<file path="src/rtl/echo_seq_pkg.sv">
// echo_seq_pkg: shared states and constants for the echo ping sequencer
package echo_seq_pkg;
  typedef enum logic [2:0] {S_IDLE, S_TX, S_BLANK, S_LISTEN, S_REPORT, S_GAP, S_ACCUM} state_e;
  localparam int DEF_TX_CYCLES = 5000;
  localparam int DEF_BLANK_CYCLES = 2000;
  localparam int DEF_LISTEN_CYCLES = 200000;
  localparam int DEF_GAP_CYCLES = 50000;
  localparam int DEF_CNT_W = 20;
  localparam logic [31:0] TOF_TIMEOUT = '1;
  localparam int AVG_N = 4;
  localparam int AVG_SHIFT = 2;
endpackage

</file>
<file path="src/rtl/echo_ping_sequencer_timer.sv">
// seq_timer: loadable down-counter, done while the count is zero
// Ports: clk_i clock, rst_ni sync active-low reset, load_i/val_i reload,
//        en_i count enable, done_o count reached zero
module seq_timer #(
  parameter int W = 20
) (
  input  logic         clk_i,
  input  logic         rst_ni,
  input  logic         load_i,
  input  logic         en_i,
  input  logic [W-1:0] val_i,
  output logic         done_o
);
  logic [W-1:0] cnt_q, cnt_d;
  always_comb cnt_d = load_i ? val_i : (en_i && cnt_q != '0) ? cnt_q - W'(1) : cnt_q;
  always_ff @(posedge clk_i) begin
    if (!rst_ni) cnt_q <= '0;
    else cnt_q <= cnt_d;
  end
  assign done_o = cnt_q == '0;
endmodule

</file>
<file path="src/rtl/echo_ping_sequencer.sv">
// echo_ping_sequencer: sequences TX burst, blanking, listen window and time-of-flight report
// Ports: sys_clk/sys_res_n clock and sync active-low reset; start/stop/cont_mode control;
//        echo_det/ad_otr receiver status; da_tx_en/ad_capture_en/busy status;
//        res_valid/res_ready/res_tof/res_timeout/res_otr result handshake; ping_cnt reports done.
// Macro ECHO_AVG_EN: average 4 pings into each report.
module echo_ping_sequencer
  import echo_seq_pkg::*;
#(
  parameter int TX_CYCLES = DEF_TX_CYCLES,
  parameter int BLANK_CYCLES = DEF_BLANK_CYCLES,
  parameter int LISTEN_CYCLES = DEF_LISTEN_CYCLES,
  parameter int GAP_CYCLES = DEF_GAP_CYCLES,
  parameter int CNT_W = DEF_CNT_W
) (
  input  logic             sys_clk,
  input  logic             sys_res_n,
  input  logic             start,
  input  logic             stop,
  input  logic             cont_mode,
  input  logic             echo_det,
  input  logic             ad_otr,
  output logic             da_tx_en,
  output logic             ad_capture_en,
  output logic             busy,
  output logic             res_valid,
  input  logic             res_ready,
  output logic [CNT_W-1:0] res_tof,
  output logic             res_timeout,
  output logic             res_otr,
  output logic [15:0]      ping_cnt
);
`ifdef ECHO_AVG_EN
  localparam bit AVG = 1'b1;
`else
  localparam bit AVG = 1'b0;
`endif
  localparam logic [CNT_W-1:0] TX_LD = CNT_W'(TX_CYCLES - 1);
  localparam logic [CNT_W-1:0] BLANK_LD = CNT_W'(BLANK_CYCLES - 1);
  localparam logic [CNT_W-1:0] LISTEN_LD = CNT_W'(LISTEN_CYCLES - 1);
  localparam logic [CNT_W-1:0] GAP_LD = CNT_W'(GAP_CYCLES - 1);
  state_e state_q, state_d;
  logic cont_q, cont_d, stop_pend_q, stop_pend_d, echo_prev_q, otr_q, otr_d;
  logic res_to_q, res_to_d, res_otr_q, res_otr_d, avg_to_q, avg_to_d, avg_otr_q, avg_otr_d;
  logic [CNT_W-1:0] tof_q, tof_d, res_tof_q, res_tof_d, tmr_val, hit_tof;
  logic [CNT_W+1:0] sum_q, sum_d, hit_sum;
  logic [15:0] ping_q, ping_d;
  logic [1:0] avg_q, avg_d;
  logic echo, stop_any, last_ping, listen_end, avg_clr, hit_otr, tmr_done;
  assign echo = echo_det & ~echo_prev_q;
  assign stop_any = stop | stop_pend_q;
  assign last_ping = !AVG || avg_q == 2'(AVG_N - 1);
  assign listen_end = state_q == S_LISTEN && (echo || tmr_done);
  assign hit_tof = echo ? tof_q : TOF_TIMEOUT[CNT_W-1:0];
  assign hit_otr = otr_q | ad_otr;
  assign hit_sum = sum_q + {2'b00, hit_tof};
  assign avg_clr = state_q == S_IDLE || (listen_end && last_ping);
  always_comb begin
    state_d = state_q;
    unique case (state_q)
      S_IDLE:   state_d = start ? S_TX : S_IDLE;
      S_TX:     if (tmr_done) state_d = BLANK_CYCLES == 0 ? S_LISTEN : S_BLANK;
      S_BLANK:  if (tmr_done) state_d = S_LISTEN;
      S_LISTEN: if (echo || tmr_done) state_d = last_ping ? S_REPORT : S_ACCUM;
      S_REPORT: if (res_ready) state_d = (cont_q && !stop_any) ? (GAP_CYCLES == 0 ? S_TX : S_GAP) : S_IDLE;
      S_ACCUM:  state_d = stop_any ? S_IDLE : (cont_q && GAP_CYCLES != 0) ? S_GAP : S_TX;
      S_GAP:    state_d = stop_any ? S_IDLE : tmr_done ? S_TX : S_GAP;
      default:  state_d = S_IDLE;
    endcase
  end
  always_comb begin
    tmr_val = state_d == S_TX ? TX_LD : state_d == S_BLANK ? BLANK_LD : state_d == S_LISTEN ? LISTEN_LD : GAP_LD;
    cont_d = (state_q == S_IDLE && start) ? cont_mode : cont_q;
    stop_pend_d = state_q == S_IDLE ? start & stop : stop_pend_q | stop;
    tof_d = state_q inside {S_TX, S_BLANK, S_LISTEN} ? (&tof_q ? tof_q : tof_q + CNT_W'(1)) : '0;
    otr_d = state_q == S_LISTEN ? hit_otr : 1'b0;
    res_tof_d = (listen_end && last_ping) ? (AVG ? CNT_W'(hit_sum >> AVG_SHIFT) : hit_tof) : res_tof_q;
    res_to_d = (listen_end && last_ping) ? !echo | avg_to_q : res_to_q;
    res_otr_d = (listen_end && last_ping) ? hit_otr | avg_otr_q : res_otr_q;
    sum_d = avg_clr ? '0 : listen_end ? hit_sum : sum_q;
    avg_d = avg_clr ? '0 : listen_end ? avg_q + 2'd1 : avg_q;
    avg_to_d = avg_clr ? 1'b0 : listen_end ? avg_to_q | !echo : avg_to_q;
    avg_otr_d = avg_clr ? 1'b0 : listen_end ? avg_otr_q | hit_otr : avg_otr_q;
    ping_d = ping_q + 16'(state_q == S_REPORT && res_ready);
  end
  always_ff @(posedge sys_clk) begin
    if (!sys_res_n) begin
      state_q <= S_IDLE;
      cont_q <= 1'b0;
      stop_pend_q <= 1'b0;
      echo_prev_q <= 1'b0;
      otr_q <= 1'b0;
      tof_q <= '0;
      res_tof_q <= '0;
      res_to_q <= 1'b0;
      res_otr_q <= 1'b0;
      sum_q <= '0;
      avg_q <= '0;
      avg_to_q <= 1'b0;
      avg_otr_q <= 1'b0;
      ping_q <= '0;
    end else begin
      state_q <= state_d;
      cont_q <= cont_d;
      stop_pend_q <= stop_pend_d;
      echo_prev_q <= echo_det;
      otr_q <= otr_d;
      tof_q <= tof_d;
      res_tof_q <= res_tof_d;
      res_to_q <= res_to_d;
      res_otr_q <= res_otr_d;
      sum_q <= sum_d;
      avg_q <= avg_d;
      avg_to_q <= avg_to_d;
      avg_otr_q <= avg_otr_d;
      ping_q <= ping_d;
    end
  end
  seq_timer #(.W(CNT_W)) u_timer (
    .clk_i(sys_clk),
    .rst_ni(sys_res_n),
    .load_i(state_d != state_q),
    .en_i(state_q != S_IDLE),
    .val_i(tmr_val),
    .done_o(tmr_done)
  );
  assign da_tx_en = state_q == S_TX;
  assign ad_capture_en = state_q == S_LISTEN;
  assign busy = state_q != S_IDLE;
  assign res_valid = state_q == S_REPORT;
  assign res_tof = res_tof_q;
  assign res_timeout = res_to_q;
  assign res_otr = res_otr_q;
  assign ping_cnt = ping_q;
endmodule

</file>
<file path="config.mk">
export PLATFORM = sky130hd
export DESIGN_NAME = echo_ping_sequencer
export DESIGN_NICKNAME = d
export VERILOG_FILES = /design/src/rtl/echo_seq_pkg.sv /design/src/rtl/echo_ping_sequencer_timer.sv /design/src/rtl/echo_ping_sequencer.sv
export SDC_FILE = /design/constraint.sdc
export NUM_CORES = 1
export LEC_CHECK = 0
export ABC_AREA = 1
export CAP_MARGIN = 20
export CORE_MARGIN = 2
export CORE_UTILIZATION = 53
export CTS_BUF_LIST = sky130_fd_sc_hd__clkbuf_4
export DETAILED_ROUTE_END_ITERATION = 10
export MAX_ROUTING_LAYER = met4
export PLACE_DENSITY = 0.78
export SYNTH_ARGS = -nofsm -noshare
export SYNTH_HDL_FRONTEND = slang
export SYNTH_HIERARCHICAL = 1
export SYNTH_SLANG_ARGS = --single-unit
</file>
<file path="constraint.sdc">
create_clock -name sys_clk -period 2.4 [get_ports sys_clk]
set_input_delay 0.24 -clock sys_clk [delete_from_list [all_inputs] [get_ports sys_clk]]
set_output_delay 0.24 -clock sys_clk [all_outputs]
set_load 0.02 [all_outputs]
</file>
==> results of run 1 <==
[sequential cells by signal, indices dropped and copies added, names as in the netlist]
name and flops:
otr_q 1, cont_q 1, u_timer/cnt_q 20, res_timeout 1
stop_pend_q 1, echo_prev_q 1, avg_otr_q 1, ping_cnt 16
res_otr 1, tof_q 20, avg_to_q 1, res_tof 20
state_q 3
[synth_stat cells (2+ instances only)]
cell type,instances,share of area [%]
ha_1,5,1.3
nand2_2,4,0.52
buf_2,4,0.42
inv_1,70,5.5
a21oi_2,3,0.55
dfxtp_1,87,37
nor2_4,7,1.7
xnor2_1,4,0.74
a211oi_1,19,3.0
inv_2,13,1.0
nand3_2,6,1.3
clkbuf_1,7,0.55
nand2_1,171,13
nor2_2,8,1.1
buf_1,2,0.16
nor2_1,98,7.7
nand3_1,56,5.9
xor2_1,13,2.4
or2_2,2,0.26
nand2_8,2,0.84
conb_1,2,0.16
mux2i_1,2,0.42
buf_4,4,0.63
nor3_1,16,1.7
nand4_1,12,1.6
a31oi_1,7,0.92
a21oi_1,49,5.1
o21ai_1,4,0.42
o21ai_0,15,1.6
[cell families after synthesis]
kind of cell	share of synthesized area [%]
DFF	36.5
AOI/OAI and AO/OA	11.9
adders and majority gates	1.31
xor gates and xnor gates	3.12
muxes	0.420
and+or+nand+nor	37.5
other	0.158
buffers and inverters	9.03
[report_power, final]
part	switching (mW)	internal (mW)
Sequential	0.114	1.55
Combinational	1.03	0.670
Clock	0.571	0.237
Total	1.72	2.46
[worst max path at each step]
stage	startpoint	end	slack, ns
after detailed placement	u_timer/cnt_q[1]	u_timer/cnt_q[19]	-0.01
after global routing	u_timer/cnt_q[9]	u_timer/cnt_q[16]	-0.05
after CTS	state_q[1]	ad_capture_en	0.0004
after global placement	res_ready	ping_cnt[14]	0.08
after floorplan	u_timer/cnt_q[0]	u_timer/cnt_q[19]	0.006
final	u_timer/cnt_q[9]	u_timer/cnt_q[19]	0.1
[through the flow]
step,setup slack (ns),cell area [µm²],util [%]
2_1_floorplan,0.00563,4800,-
3_3_place_gp,0.0756,5500,63.1
3_5_place_dp,-0.0128,5500,63.1
4_1_cts,0.000365,5640,64.7
5_1_grt,-0.0479,5830,66.8
6_report,0.0980,5830,66.8
[worst min-delay path, stage by stage]
cell and delay (ns):
clkdlybuf4s50_1 0.44, nand2_1 0.07, inv_1 0.03
[timing repair]
action                                  in CTS  in global routing
resized for setup                            3                 42
pin swaps                                    0                 16
setup buffers                                0                 10
endpoints found under the setup margin      10                 23
[routing by layer]
layer  vias up  wire, µm  GRT usage, %
li1       2436         -             -
met1      2226      5830          37.0
met2       165      5580          40.0
met3        21       719          4.04
met4         0       195          8.85
met5         -         0             -
[layout make-up]
cell class	instances	area, µm²
fillers	780	2890
multi-input cells	518	2700
flip-flops and latches	87	1760
repair buffers	83	768
inverters	85	339
well taps	108	135
clock buffers	9	67.6
clock inverters	7	61.3
==> impl_metrics.yaml, run 1 <==
sta:
  hold_viol_final: 0
  fmax_mhz: 434
  skew_ns: 0.0185
  setup_tns_ns: 0
  fin_crit_ns: 2.30
  setup_viol: 0
  max-slew-margin-rel_pct: 60.2
  post-route-period-util_pct: 95.9
  timing.hold.ws_ns: 0.364
  tightest_slew_ns: 0.592
  drv_slew: 0
die:
  start_util_pct: 54.6
  die_x_um: 98.8
  core_area_um2: 8720
  io_pins: 50
  num_rows: 34
  die-height_um: 98.8
  dieArea_um2: 9770
clocking:
  cts_hold_buf: 0
  h-tree-depth: 3
  clock_latency_ns: 0.45
  cts_made_buffers: 9
  clkSinkCount: 87
  clockRootBuffer: "clkbuf_4"
  clock_path_buffers: 2
  cts_tree: "done"
  clk_pin_slew_ns: 0.15
synth:
  synth_edf_count: 0
  yosysWarnings: 6
  synthCells: 703
  ys_ff_latch: 87
  synth.yosys.seq_area_share_pct: 36.5
  yosysUniqueCellTypes: 40
  synthArstFlopShare_pct: 0
  synth_ff_type: "dfxtp_1"
  synth_area_um2: 4770
  synth.avg_cell_area_um2: 6.78
routing:
  viasPerCell: 5.40
  drtPass1Iterations: 5
  routed-via-count: 4848
  ant_nets: 0
  drc: 0
  drt_iter0_drc: 414
  wirelength_um: 12300
  wl_per_cell_um: 13.7
finish:
  final_common_cell: "nand2_1"
  layout_common_cells: "165 x nand2_1, 91 x nor2_1, 75 x dfxtp_1"
  nNetsFinal: 797
  final_layout_size_suffix_gt1_share_pct: 16.7
  final_cells: 897
  antenna_cells: 0
  syn_to_final_growth_pct: 22.3
global_routing:
  grt.total_usage_pct: 26.7
  antenna_found_initial: 0
  grt_pass1_wl_um: 20800
  grt_pass1_vias: 4501
  grt_max_degree: 35
  overflow: 0
worst_hold_path:
  hold_path.class: "primary input to flip-flop"
  worstHoldStart: "echo_det"
  hold_end: "echo_prev_q"
  holdPathStages: 3
worst_setup_path:
  r2r_cells: 19
  cp-end-kind: "flip-flop"
  path_depth: 19
  crit_family: "simple AND/OR/NAND/NOR gates"
  crit_buf_inv: 4
  reg2reg_slack_ns: 0.1
  cp_max_fo: 8
  worst_path_largest_cell_delay_ns: 0.37
  crit_required_ns: 2.74
  r2r_end: "u_timer/cnt_q[19]"
  crit_arrival_ns: 2.64
  timing_worst_setup_path_type: "flip-flop to flip-flop"
  cpMaxStageDelayCell: "dfxtp_2"
  crit_path_start_kind: "flip-flop"
  path_cells: "nor2_4, nand2_2, nor2_4, nand3_4, inv_4, inv_2, nand2_2, nor2_1, nor2_2, nand3_2, nand2_1, nand2_1, nand2_2, clkinv_4, buf_4, nand3b_1, nand2_1, a21oi_1, nor2_1"
  r2r-start: "u_timer/cnt_q[9]"
pwr:
  p_per_area_nw_per_um2: 717
  power_mw: 4.18
  ir_drop_mv: 0.363
  leakagePower_nw: 2.40
placed_design:
  dp_hpwl_um: 8860
  place.gp.congestion: 0.929
  io_buffers: 49
  dp.cells: 871
status:
  status: "complete, no violations"
job:
  drv_cap: 0
(Power assumes the default switching activity.)
==> run 2, diff against run 1 <==
--- a/config.mk
+++ b/config.mk
@@ -6,7 +6,6 @@
 export NUM_CORES = 1
 export LEC_CHECK = 0
 export ABC_AREA = 1
-export CAP_MARGIN = 20
 export CORE_MARGIN = 2
 export CORE_UTILIZATION = 53
 export CTS_BUF_LIST = sky130_fd_sc_hd__clkbuf_4
==> results of run 2 <==
Final layout, timing and power as in run 1 (identical DEF).
==> run 3, diff against run 2 <==
--- a/config.mk
+++ b/config.mk
@@ -12,6 +12,7 @@
 export DETAILED_ROUTE_END_ITERATION = 10
 export MAX_ROUTING_LAYER = met4
 export PLACE_DENSITY = 0.78
+export RECOVER_POWER = 50
 export SYNTH_ARGS = -nofsm -noshare
 export SYNTH_HDL_FRONTEND = slang
 export SYNTH_HIERARCHICAL = 1
==> results of run 3 <==
Final layout, timing and power as in run 1 (identical DEF).
==> edit 1: new RTL, flow settings as in run 1 <==
Make the reset (`rst_ni`) asynchronous in one clocked block. Comments in the files are not updated.
--- a/src/rtl/echo_ping_sequencer_timer.sv
+++ b/src/rtl/echo_ping_sequencer_timer.sv
@@ -13,7 +13,7 @@
 );
   logic [W-1:0] cnt_q, cnt_d;
   always_comb cnt_d = load_i ? val_i : (en_i && cnt_q != '0) ? cnt_q - W'(1) : cnt_q;
-  always_ff @(posedge clk_i) begin
+  always_ff @(posedge clk_i or negedge rst_ni) begin
     if (!rst_ni) cnt_q <= '0;
     else cnt_q <= cnt_d;
   end
Check against the original RTL: no difference found for any inputs over 10 cycles, from zero or initial values; that may be too few to reach the edited logic, so the function may still have changed.
==> edit 1 against run 1 <==
- the flow now finishes with violations (setup timing)
- total power is 11% lower
- global-route usage is 1.0 points lower
- routed wire length up 6.3%
- count of clock-buffer cells in the layout is the same
- worst setup slack worse by 0.33 ns
- final area up 4.8%
- sequential cell count did not move
- core utilization rose by 2.5 points
- fmax down 13%
- synthesized area grew 1.5%
==> edit 1: results (changes against run 1) <==
metric,value,unit,change
outcome,"complete, but fails checks",,
violations,setup timing,,
synth_compound_area_share,10.27,%,-1.6 points
rr_endpoint,u_timer/cnt_q[1],,
synth_xor_area_share,3.260,%,+0.14 points
critPathMaxStageDelay,0.43,ns,+0.06 ns
gp_congestion,0.9819,,+5.7%
grt.total_usage,25.62,%,-1.0 points
grt_pass1_wl,20280,um,-2.5%
layout-drive-gt1-share,19.39,%,+2.7 points
dpl_worst_slack,-0.1322,ns,-0.1194 ns
met3WireLength,812,um,+13%
postCtsSetupBuffers,3,,+3
tns,-2.716,ns,-2.716 ns
vias,4918,,+1.4%
met1_usage,35.65,%,-1.3 points
fin_worst_skew,0.02467,ns,+0.006143 ns
synth_cell_type_count,33,,-18%
arrival,3.00,ns,+0.36 ns
wl_met2,6052,um,+8.4%
wl,13100,um,+6.3%
synth_common_cells,"nand2_1 (168), nor2_1 (75), inv_1 (71)",,
hp-class,input pin to async pin,,
drt_iter0_markers,269,,-35%
hpwl,9006,um,+1.6%
synthArstFlopShare,22.99,%,+23 points
grt_pass1_vias,4401,,-2.2%
power.leakage,2.596,nW,+8.0%
seq_area_frac_synth,38.09,%,+1.5 points
synthTopCellsByArea,"dfxtp_1 (28%), nand2_1 (13%), dfrtp_1 (10%)",,
startpoint,u_timer/cnt_q[0],,
cp_max_fo,6,,-2
m1WireLength,5956,um,+2.2%
fill_cells,742,,-4.9%
critPathSlowestCell,dfrtp_1,,
use_met2,39.14,%,-0.83 points
cts_resized,4,,+1
worst-r2r-cell-count,18,,-1
met3_usage,2.952,%,-1.1 points
whs,0.2786,ns,-0.08520 ns
setup_slack,-0.2325,ns,-0.3305 ns
finalSetupViolations,20,,+20
peakVddDrop,0.0003448,V,-5.0%
## edit 1: layout make-up
class                      count  area (sq um)  share of cell area [%]
multi-input combinational    505          2725                   44.62
sequential                    87          1842                   30.16
timing repair buffer          97         923.4                   15.12
clock inverter                 7         78.83                   1.291
tap                          108         135.1                   2.213
inverter                      83         324.1                   5.306
clock buffer                   9         67.56                   1.106
timing repair inverter         1         11.26                  0.1844
## edit 1: metrics by stage
| stage | total power, mW | area, sq um | instances |
|---|---|---|---|
| floorplan | 2.307 | 4932 | 695 |
| global placement | 2.617 | 5710 | 868 |
| detailed placement | 2.633 | 5710 | 868 |
| CTS | 3.523 | 5893 | 887 |
| global route | 3.875 | 6107 | 897 |
| finish | 3.710 | 6107 | 897 |
## edit 1: where the power goes
part | internal (mW) | switching [mW] | total [mW]
logic | 0.491 | 0.691 | 1.18
clock network | 0.332 | 0.561 | 0.893
registers | 1.54 | 0.0964 | 1.63
total | 2.36 | 1.35 | 3.71
==> edit 2: new RTL, flow settings as in run 1 <==
Made on the original files. Change the package constant `DEF_CNT_W` from 20 to 24.
--- a/src/rtl/echo_seq_pkg.sv
+++ b/src/rtl/echo_seq_pkg.sv
@@ -5,7 +5,7 @@
   localparam int DEF_BLANK_CYCLES = 2000;
   localparam int DEF_LISTEN_CYCLES = 200000;
   localparam int DEF_GAP_CYCLES = 50000;
-  localparam int DEF_CNT_W = 20;
+  localparam int DEF_CNT_W = 24;
   localparam logic [31:0] TOF_TIMEOUT = '1;
   localparam int AVG_N = 4;
   localparam int AVG_SHIFT = 2;
Ports: changed (resized res_tof); port bits go from 50 to 54. No check against the original RTL was run, so the function may have changed too.
==> edit 2 against run 1 <==
- the flow now finishes with violations (setup timing)
- sequential cell count grew 12
- total power rose by 5.4%
- synthesized area is 17% higher
- critical path depth is 1 higher
- final area is 23% higher
- routed wire length is 24% higher
- worst setup slack lost 0.16 ns
- fmax shrank 6.4%
- highest routed layer unchanged
==> edit 2: results (changes against run 1) <==
metric,value,unit,change
layout-drive-gt1-share,18.56,%,+1.8 points
syn_to_final_growth,28.66,%,
tns,-0.8937,ns,-0.8937 ns
fin_worst_skew,0.02372,ns,+0.005191 ns
violations,setup timing,,
peakVddDrop,0.0003086,V,-15%
clk_pin_slew,0.17,ns,+0.02 ns
dpl_worst_slack,-0.06103,ns,-0.04821 ns
vias,5831,,+20%
tightest_slew,0.6510,ns,+0.05860 ns
placed_area,6553,sq um,+19%
drt_iter0_markers,443,,+7.0%
setup_slack,-0.05833,ns,-0.1563 ns
finalSetupViolations,23,,+23
grt_pass1_wl,24130,um,+16%
grt_max_degree,36,,+2.9%
io_buffers,53,,+8.2%
critPathSlowestCell,dfxtp_2,,
wl_per_cell,13.71,um,-0.23%
hpwl,10430,um,+18%
fill_cells,878,,+13%
numCtsBuffers,9,,unchanged
synthTopCellsByArea,"dfxtp_1 (36%), nand2_1 (15%), nor2_1 (8.8%)",,
synth_common_cells,"nand2_1 (228), nor2_1 (131), dfxtp_1 (99), inv_1 (99), nand3_1 (74)",,
outcome,"complete, but fails checks",,
power.leakage,3.107,nW,+29%
seq_area_frac_synth,35.60,%,-0.94 points
final-seq-area,1991,sq um,+13%
grt.total_usage,27.09,%,+0.43 points
synthDominantCellAreaShare,35.60,%,-0.94 points
final_nets,983,,+23%
gp_congestion,0.9412,,+1.3%
grt_pass1_vias,5024,,+12%
[edit 2: cell count changes after synthesis, moves of 6 or more]
cell and change:
nand4_1 +7, dfxtp_1 +12, nor2_1 +33, nand2_1 +57, o21ai_0 +7, nor2_4 -6, nand3_1 +18, inv_2 -8
nor2_2 +9, xor2_1 -6, nor3_2 +7, inv_1 +29
[edit 2: report_power, final]
| part | internal [mW] | switching, mW | leakage, nW |
|---|---|---|---|
| logic | 0.645 | 1.00 | 2.23 |
| clock network | 0.343 | 0.596 | 0.0751 |
| registers | 1.73 | 0.0870 | 0.805 |
| total | 2.72 | 1.69 | 3.11 |
[edit 2: path summary, 6_finish.rpt]
kind,from,end,slack [ns],depth (start not counted)
max reg2reg,u_timer/cnt_q[14],u_timer/cnt_q[19],-0.06,20
max,u_timer/cnt_q[14],u_timer/cnt_q[19],-0.06,20
min,ad_otr,otr_q,0.34,3
min reg2reg,avg_to_q,avg_to_q,0.44,2
[edit 2: timing repair]
action / CTS / global route
cloned: 0 / 2
buffers inserted: 5 / 12
gates resized for setup: 2 / 83
pin swaps: 2 / 44
endpoints found under the setup margin: 23 / 27
[edit 2: logic make-up (layout without fill, tap and decap cells)]
kind of cell | count (synthesis) | count (layout) | synth area share, %
and+or+nand+nor | 508 | 508 | 41.25
xor gates and xnor gates | 12 | 12 | 1.888
other | 2 | 11 | 0.1349
DFF | 99 | 99 | 35.60
adders and majority gates | 5 | 5 | 1.124
AOI/OAI and AO/OA | 103 | 103 | 10.56
buffers and inverters | 128 | 237 | 9.440
[edit 2: layer usage]
metal / track usage (%) / part of all wire, %
met3: 4.231 / 6.1
met4: 6.679 / 0.74
met5: - / 0
met1: 39.44 / 48
met2: 39.42 / 45
[edit 2: final cells by class]
| type | count | share of cell area, % |
|---|---|---|
| flip-flops and latches | 99 | 27.80 |
| clock buffers | 10 | 1.048 |
| clock inverters | 6 | 1.031 |
| well taps | 136 | 2.376 |
| inverters | 106 | 5.695 |
| repair buffers | 115 | 15.36 |
| multi-input cells | 639 | 46.70 |
[edit 2: worst max-delay path, delay by kind of cell, from the launching register on]
kind	cells	cell delay, ns
flops	1	0.38
simple gates	15	1.46
buf+inv	5	0.48
[edit 2: metrics by stage]
stage / hold WS, ns / cells / total power [mW]
finish: 0.3378 / 1111 / 4.402
detailed placement: 0.4222 / 1076 / 3.143
floorplan: 0.3335 / 866 / 2.759
global placement: 0.4193 / 1076 / 3.129
CTS: 0.3140 / 1097 / 4.105
global route: 0.3295 / 1111 / 4.649
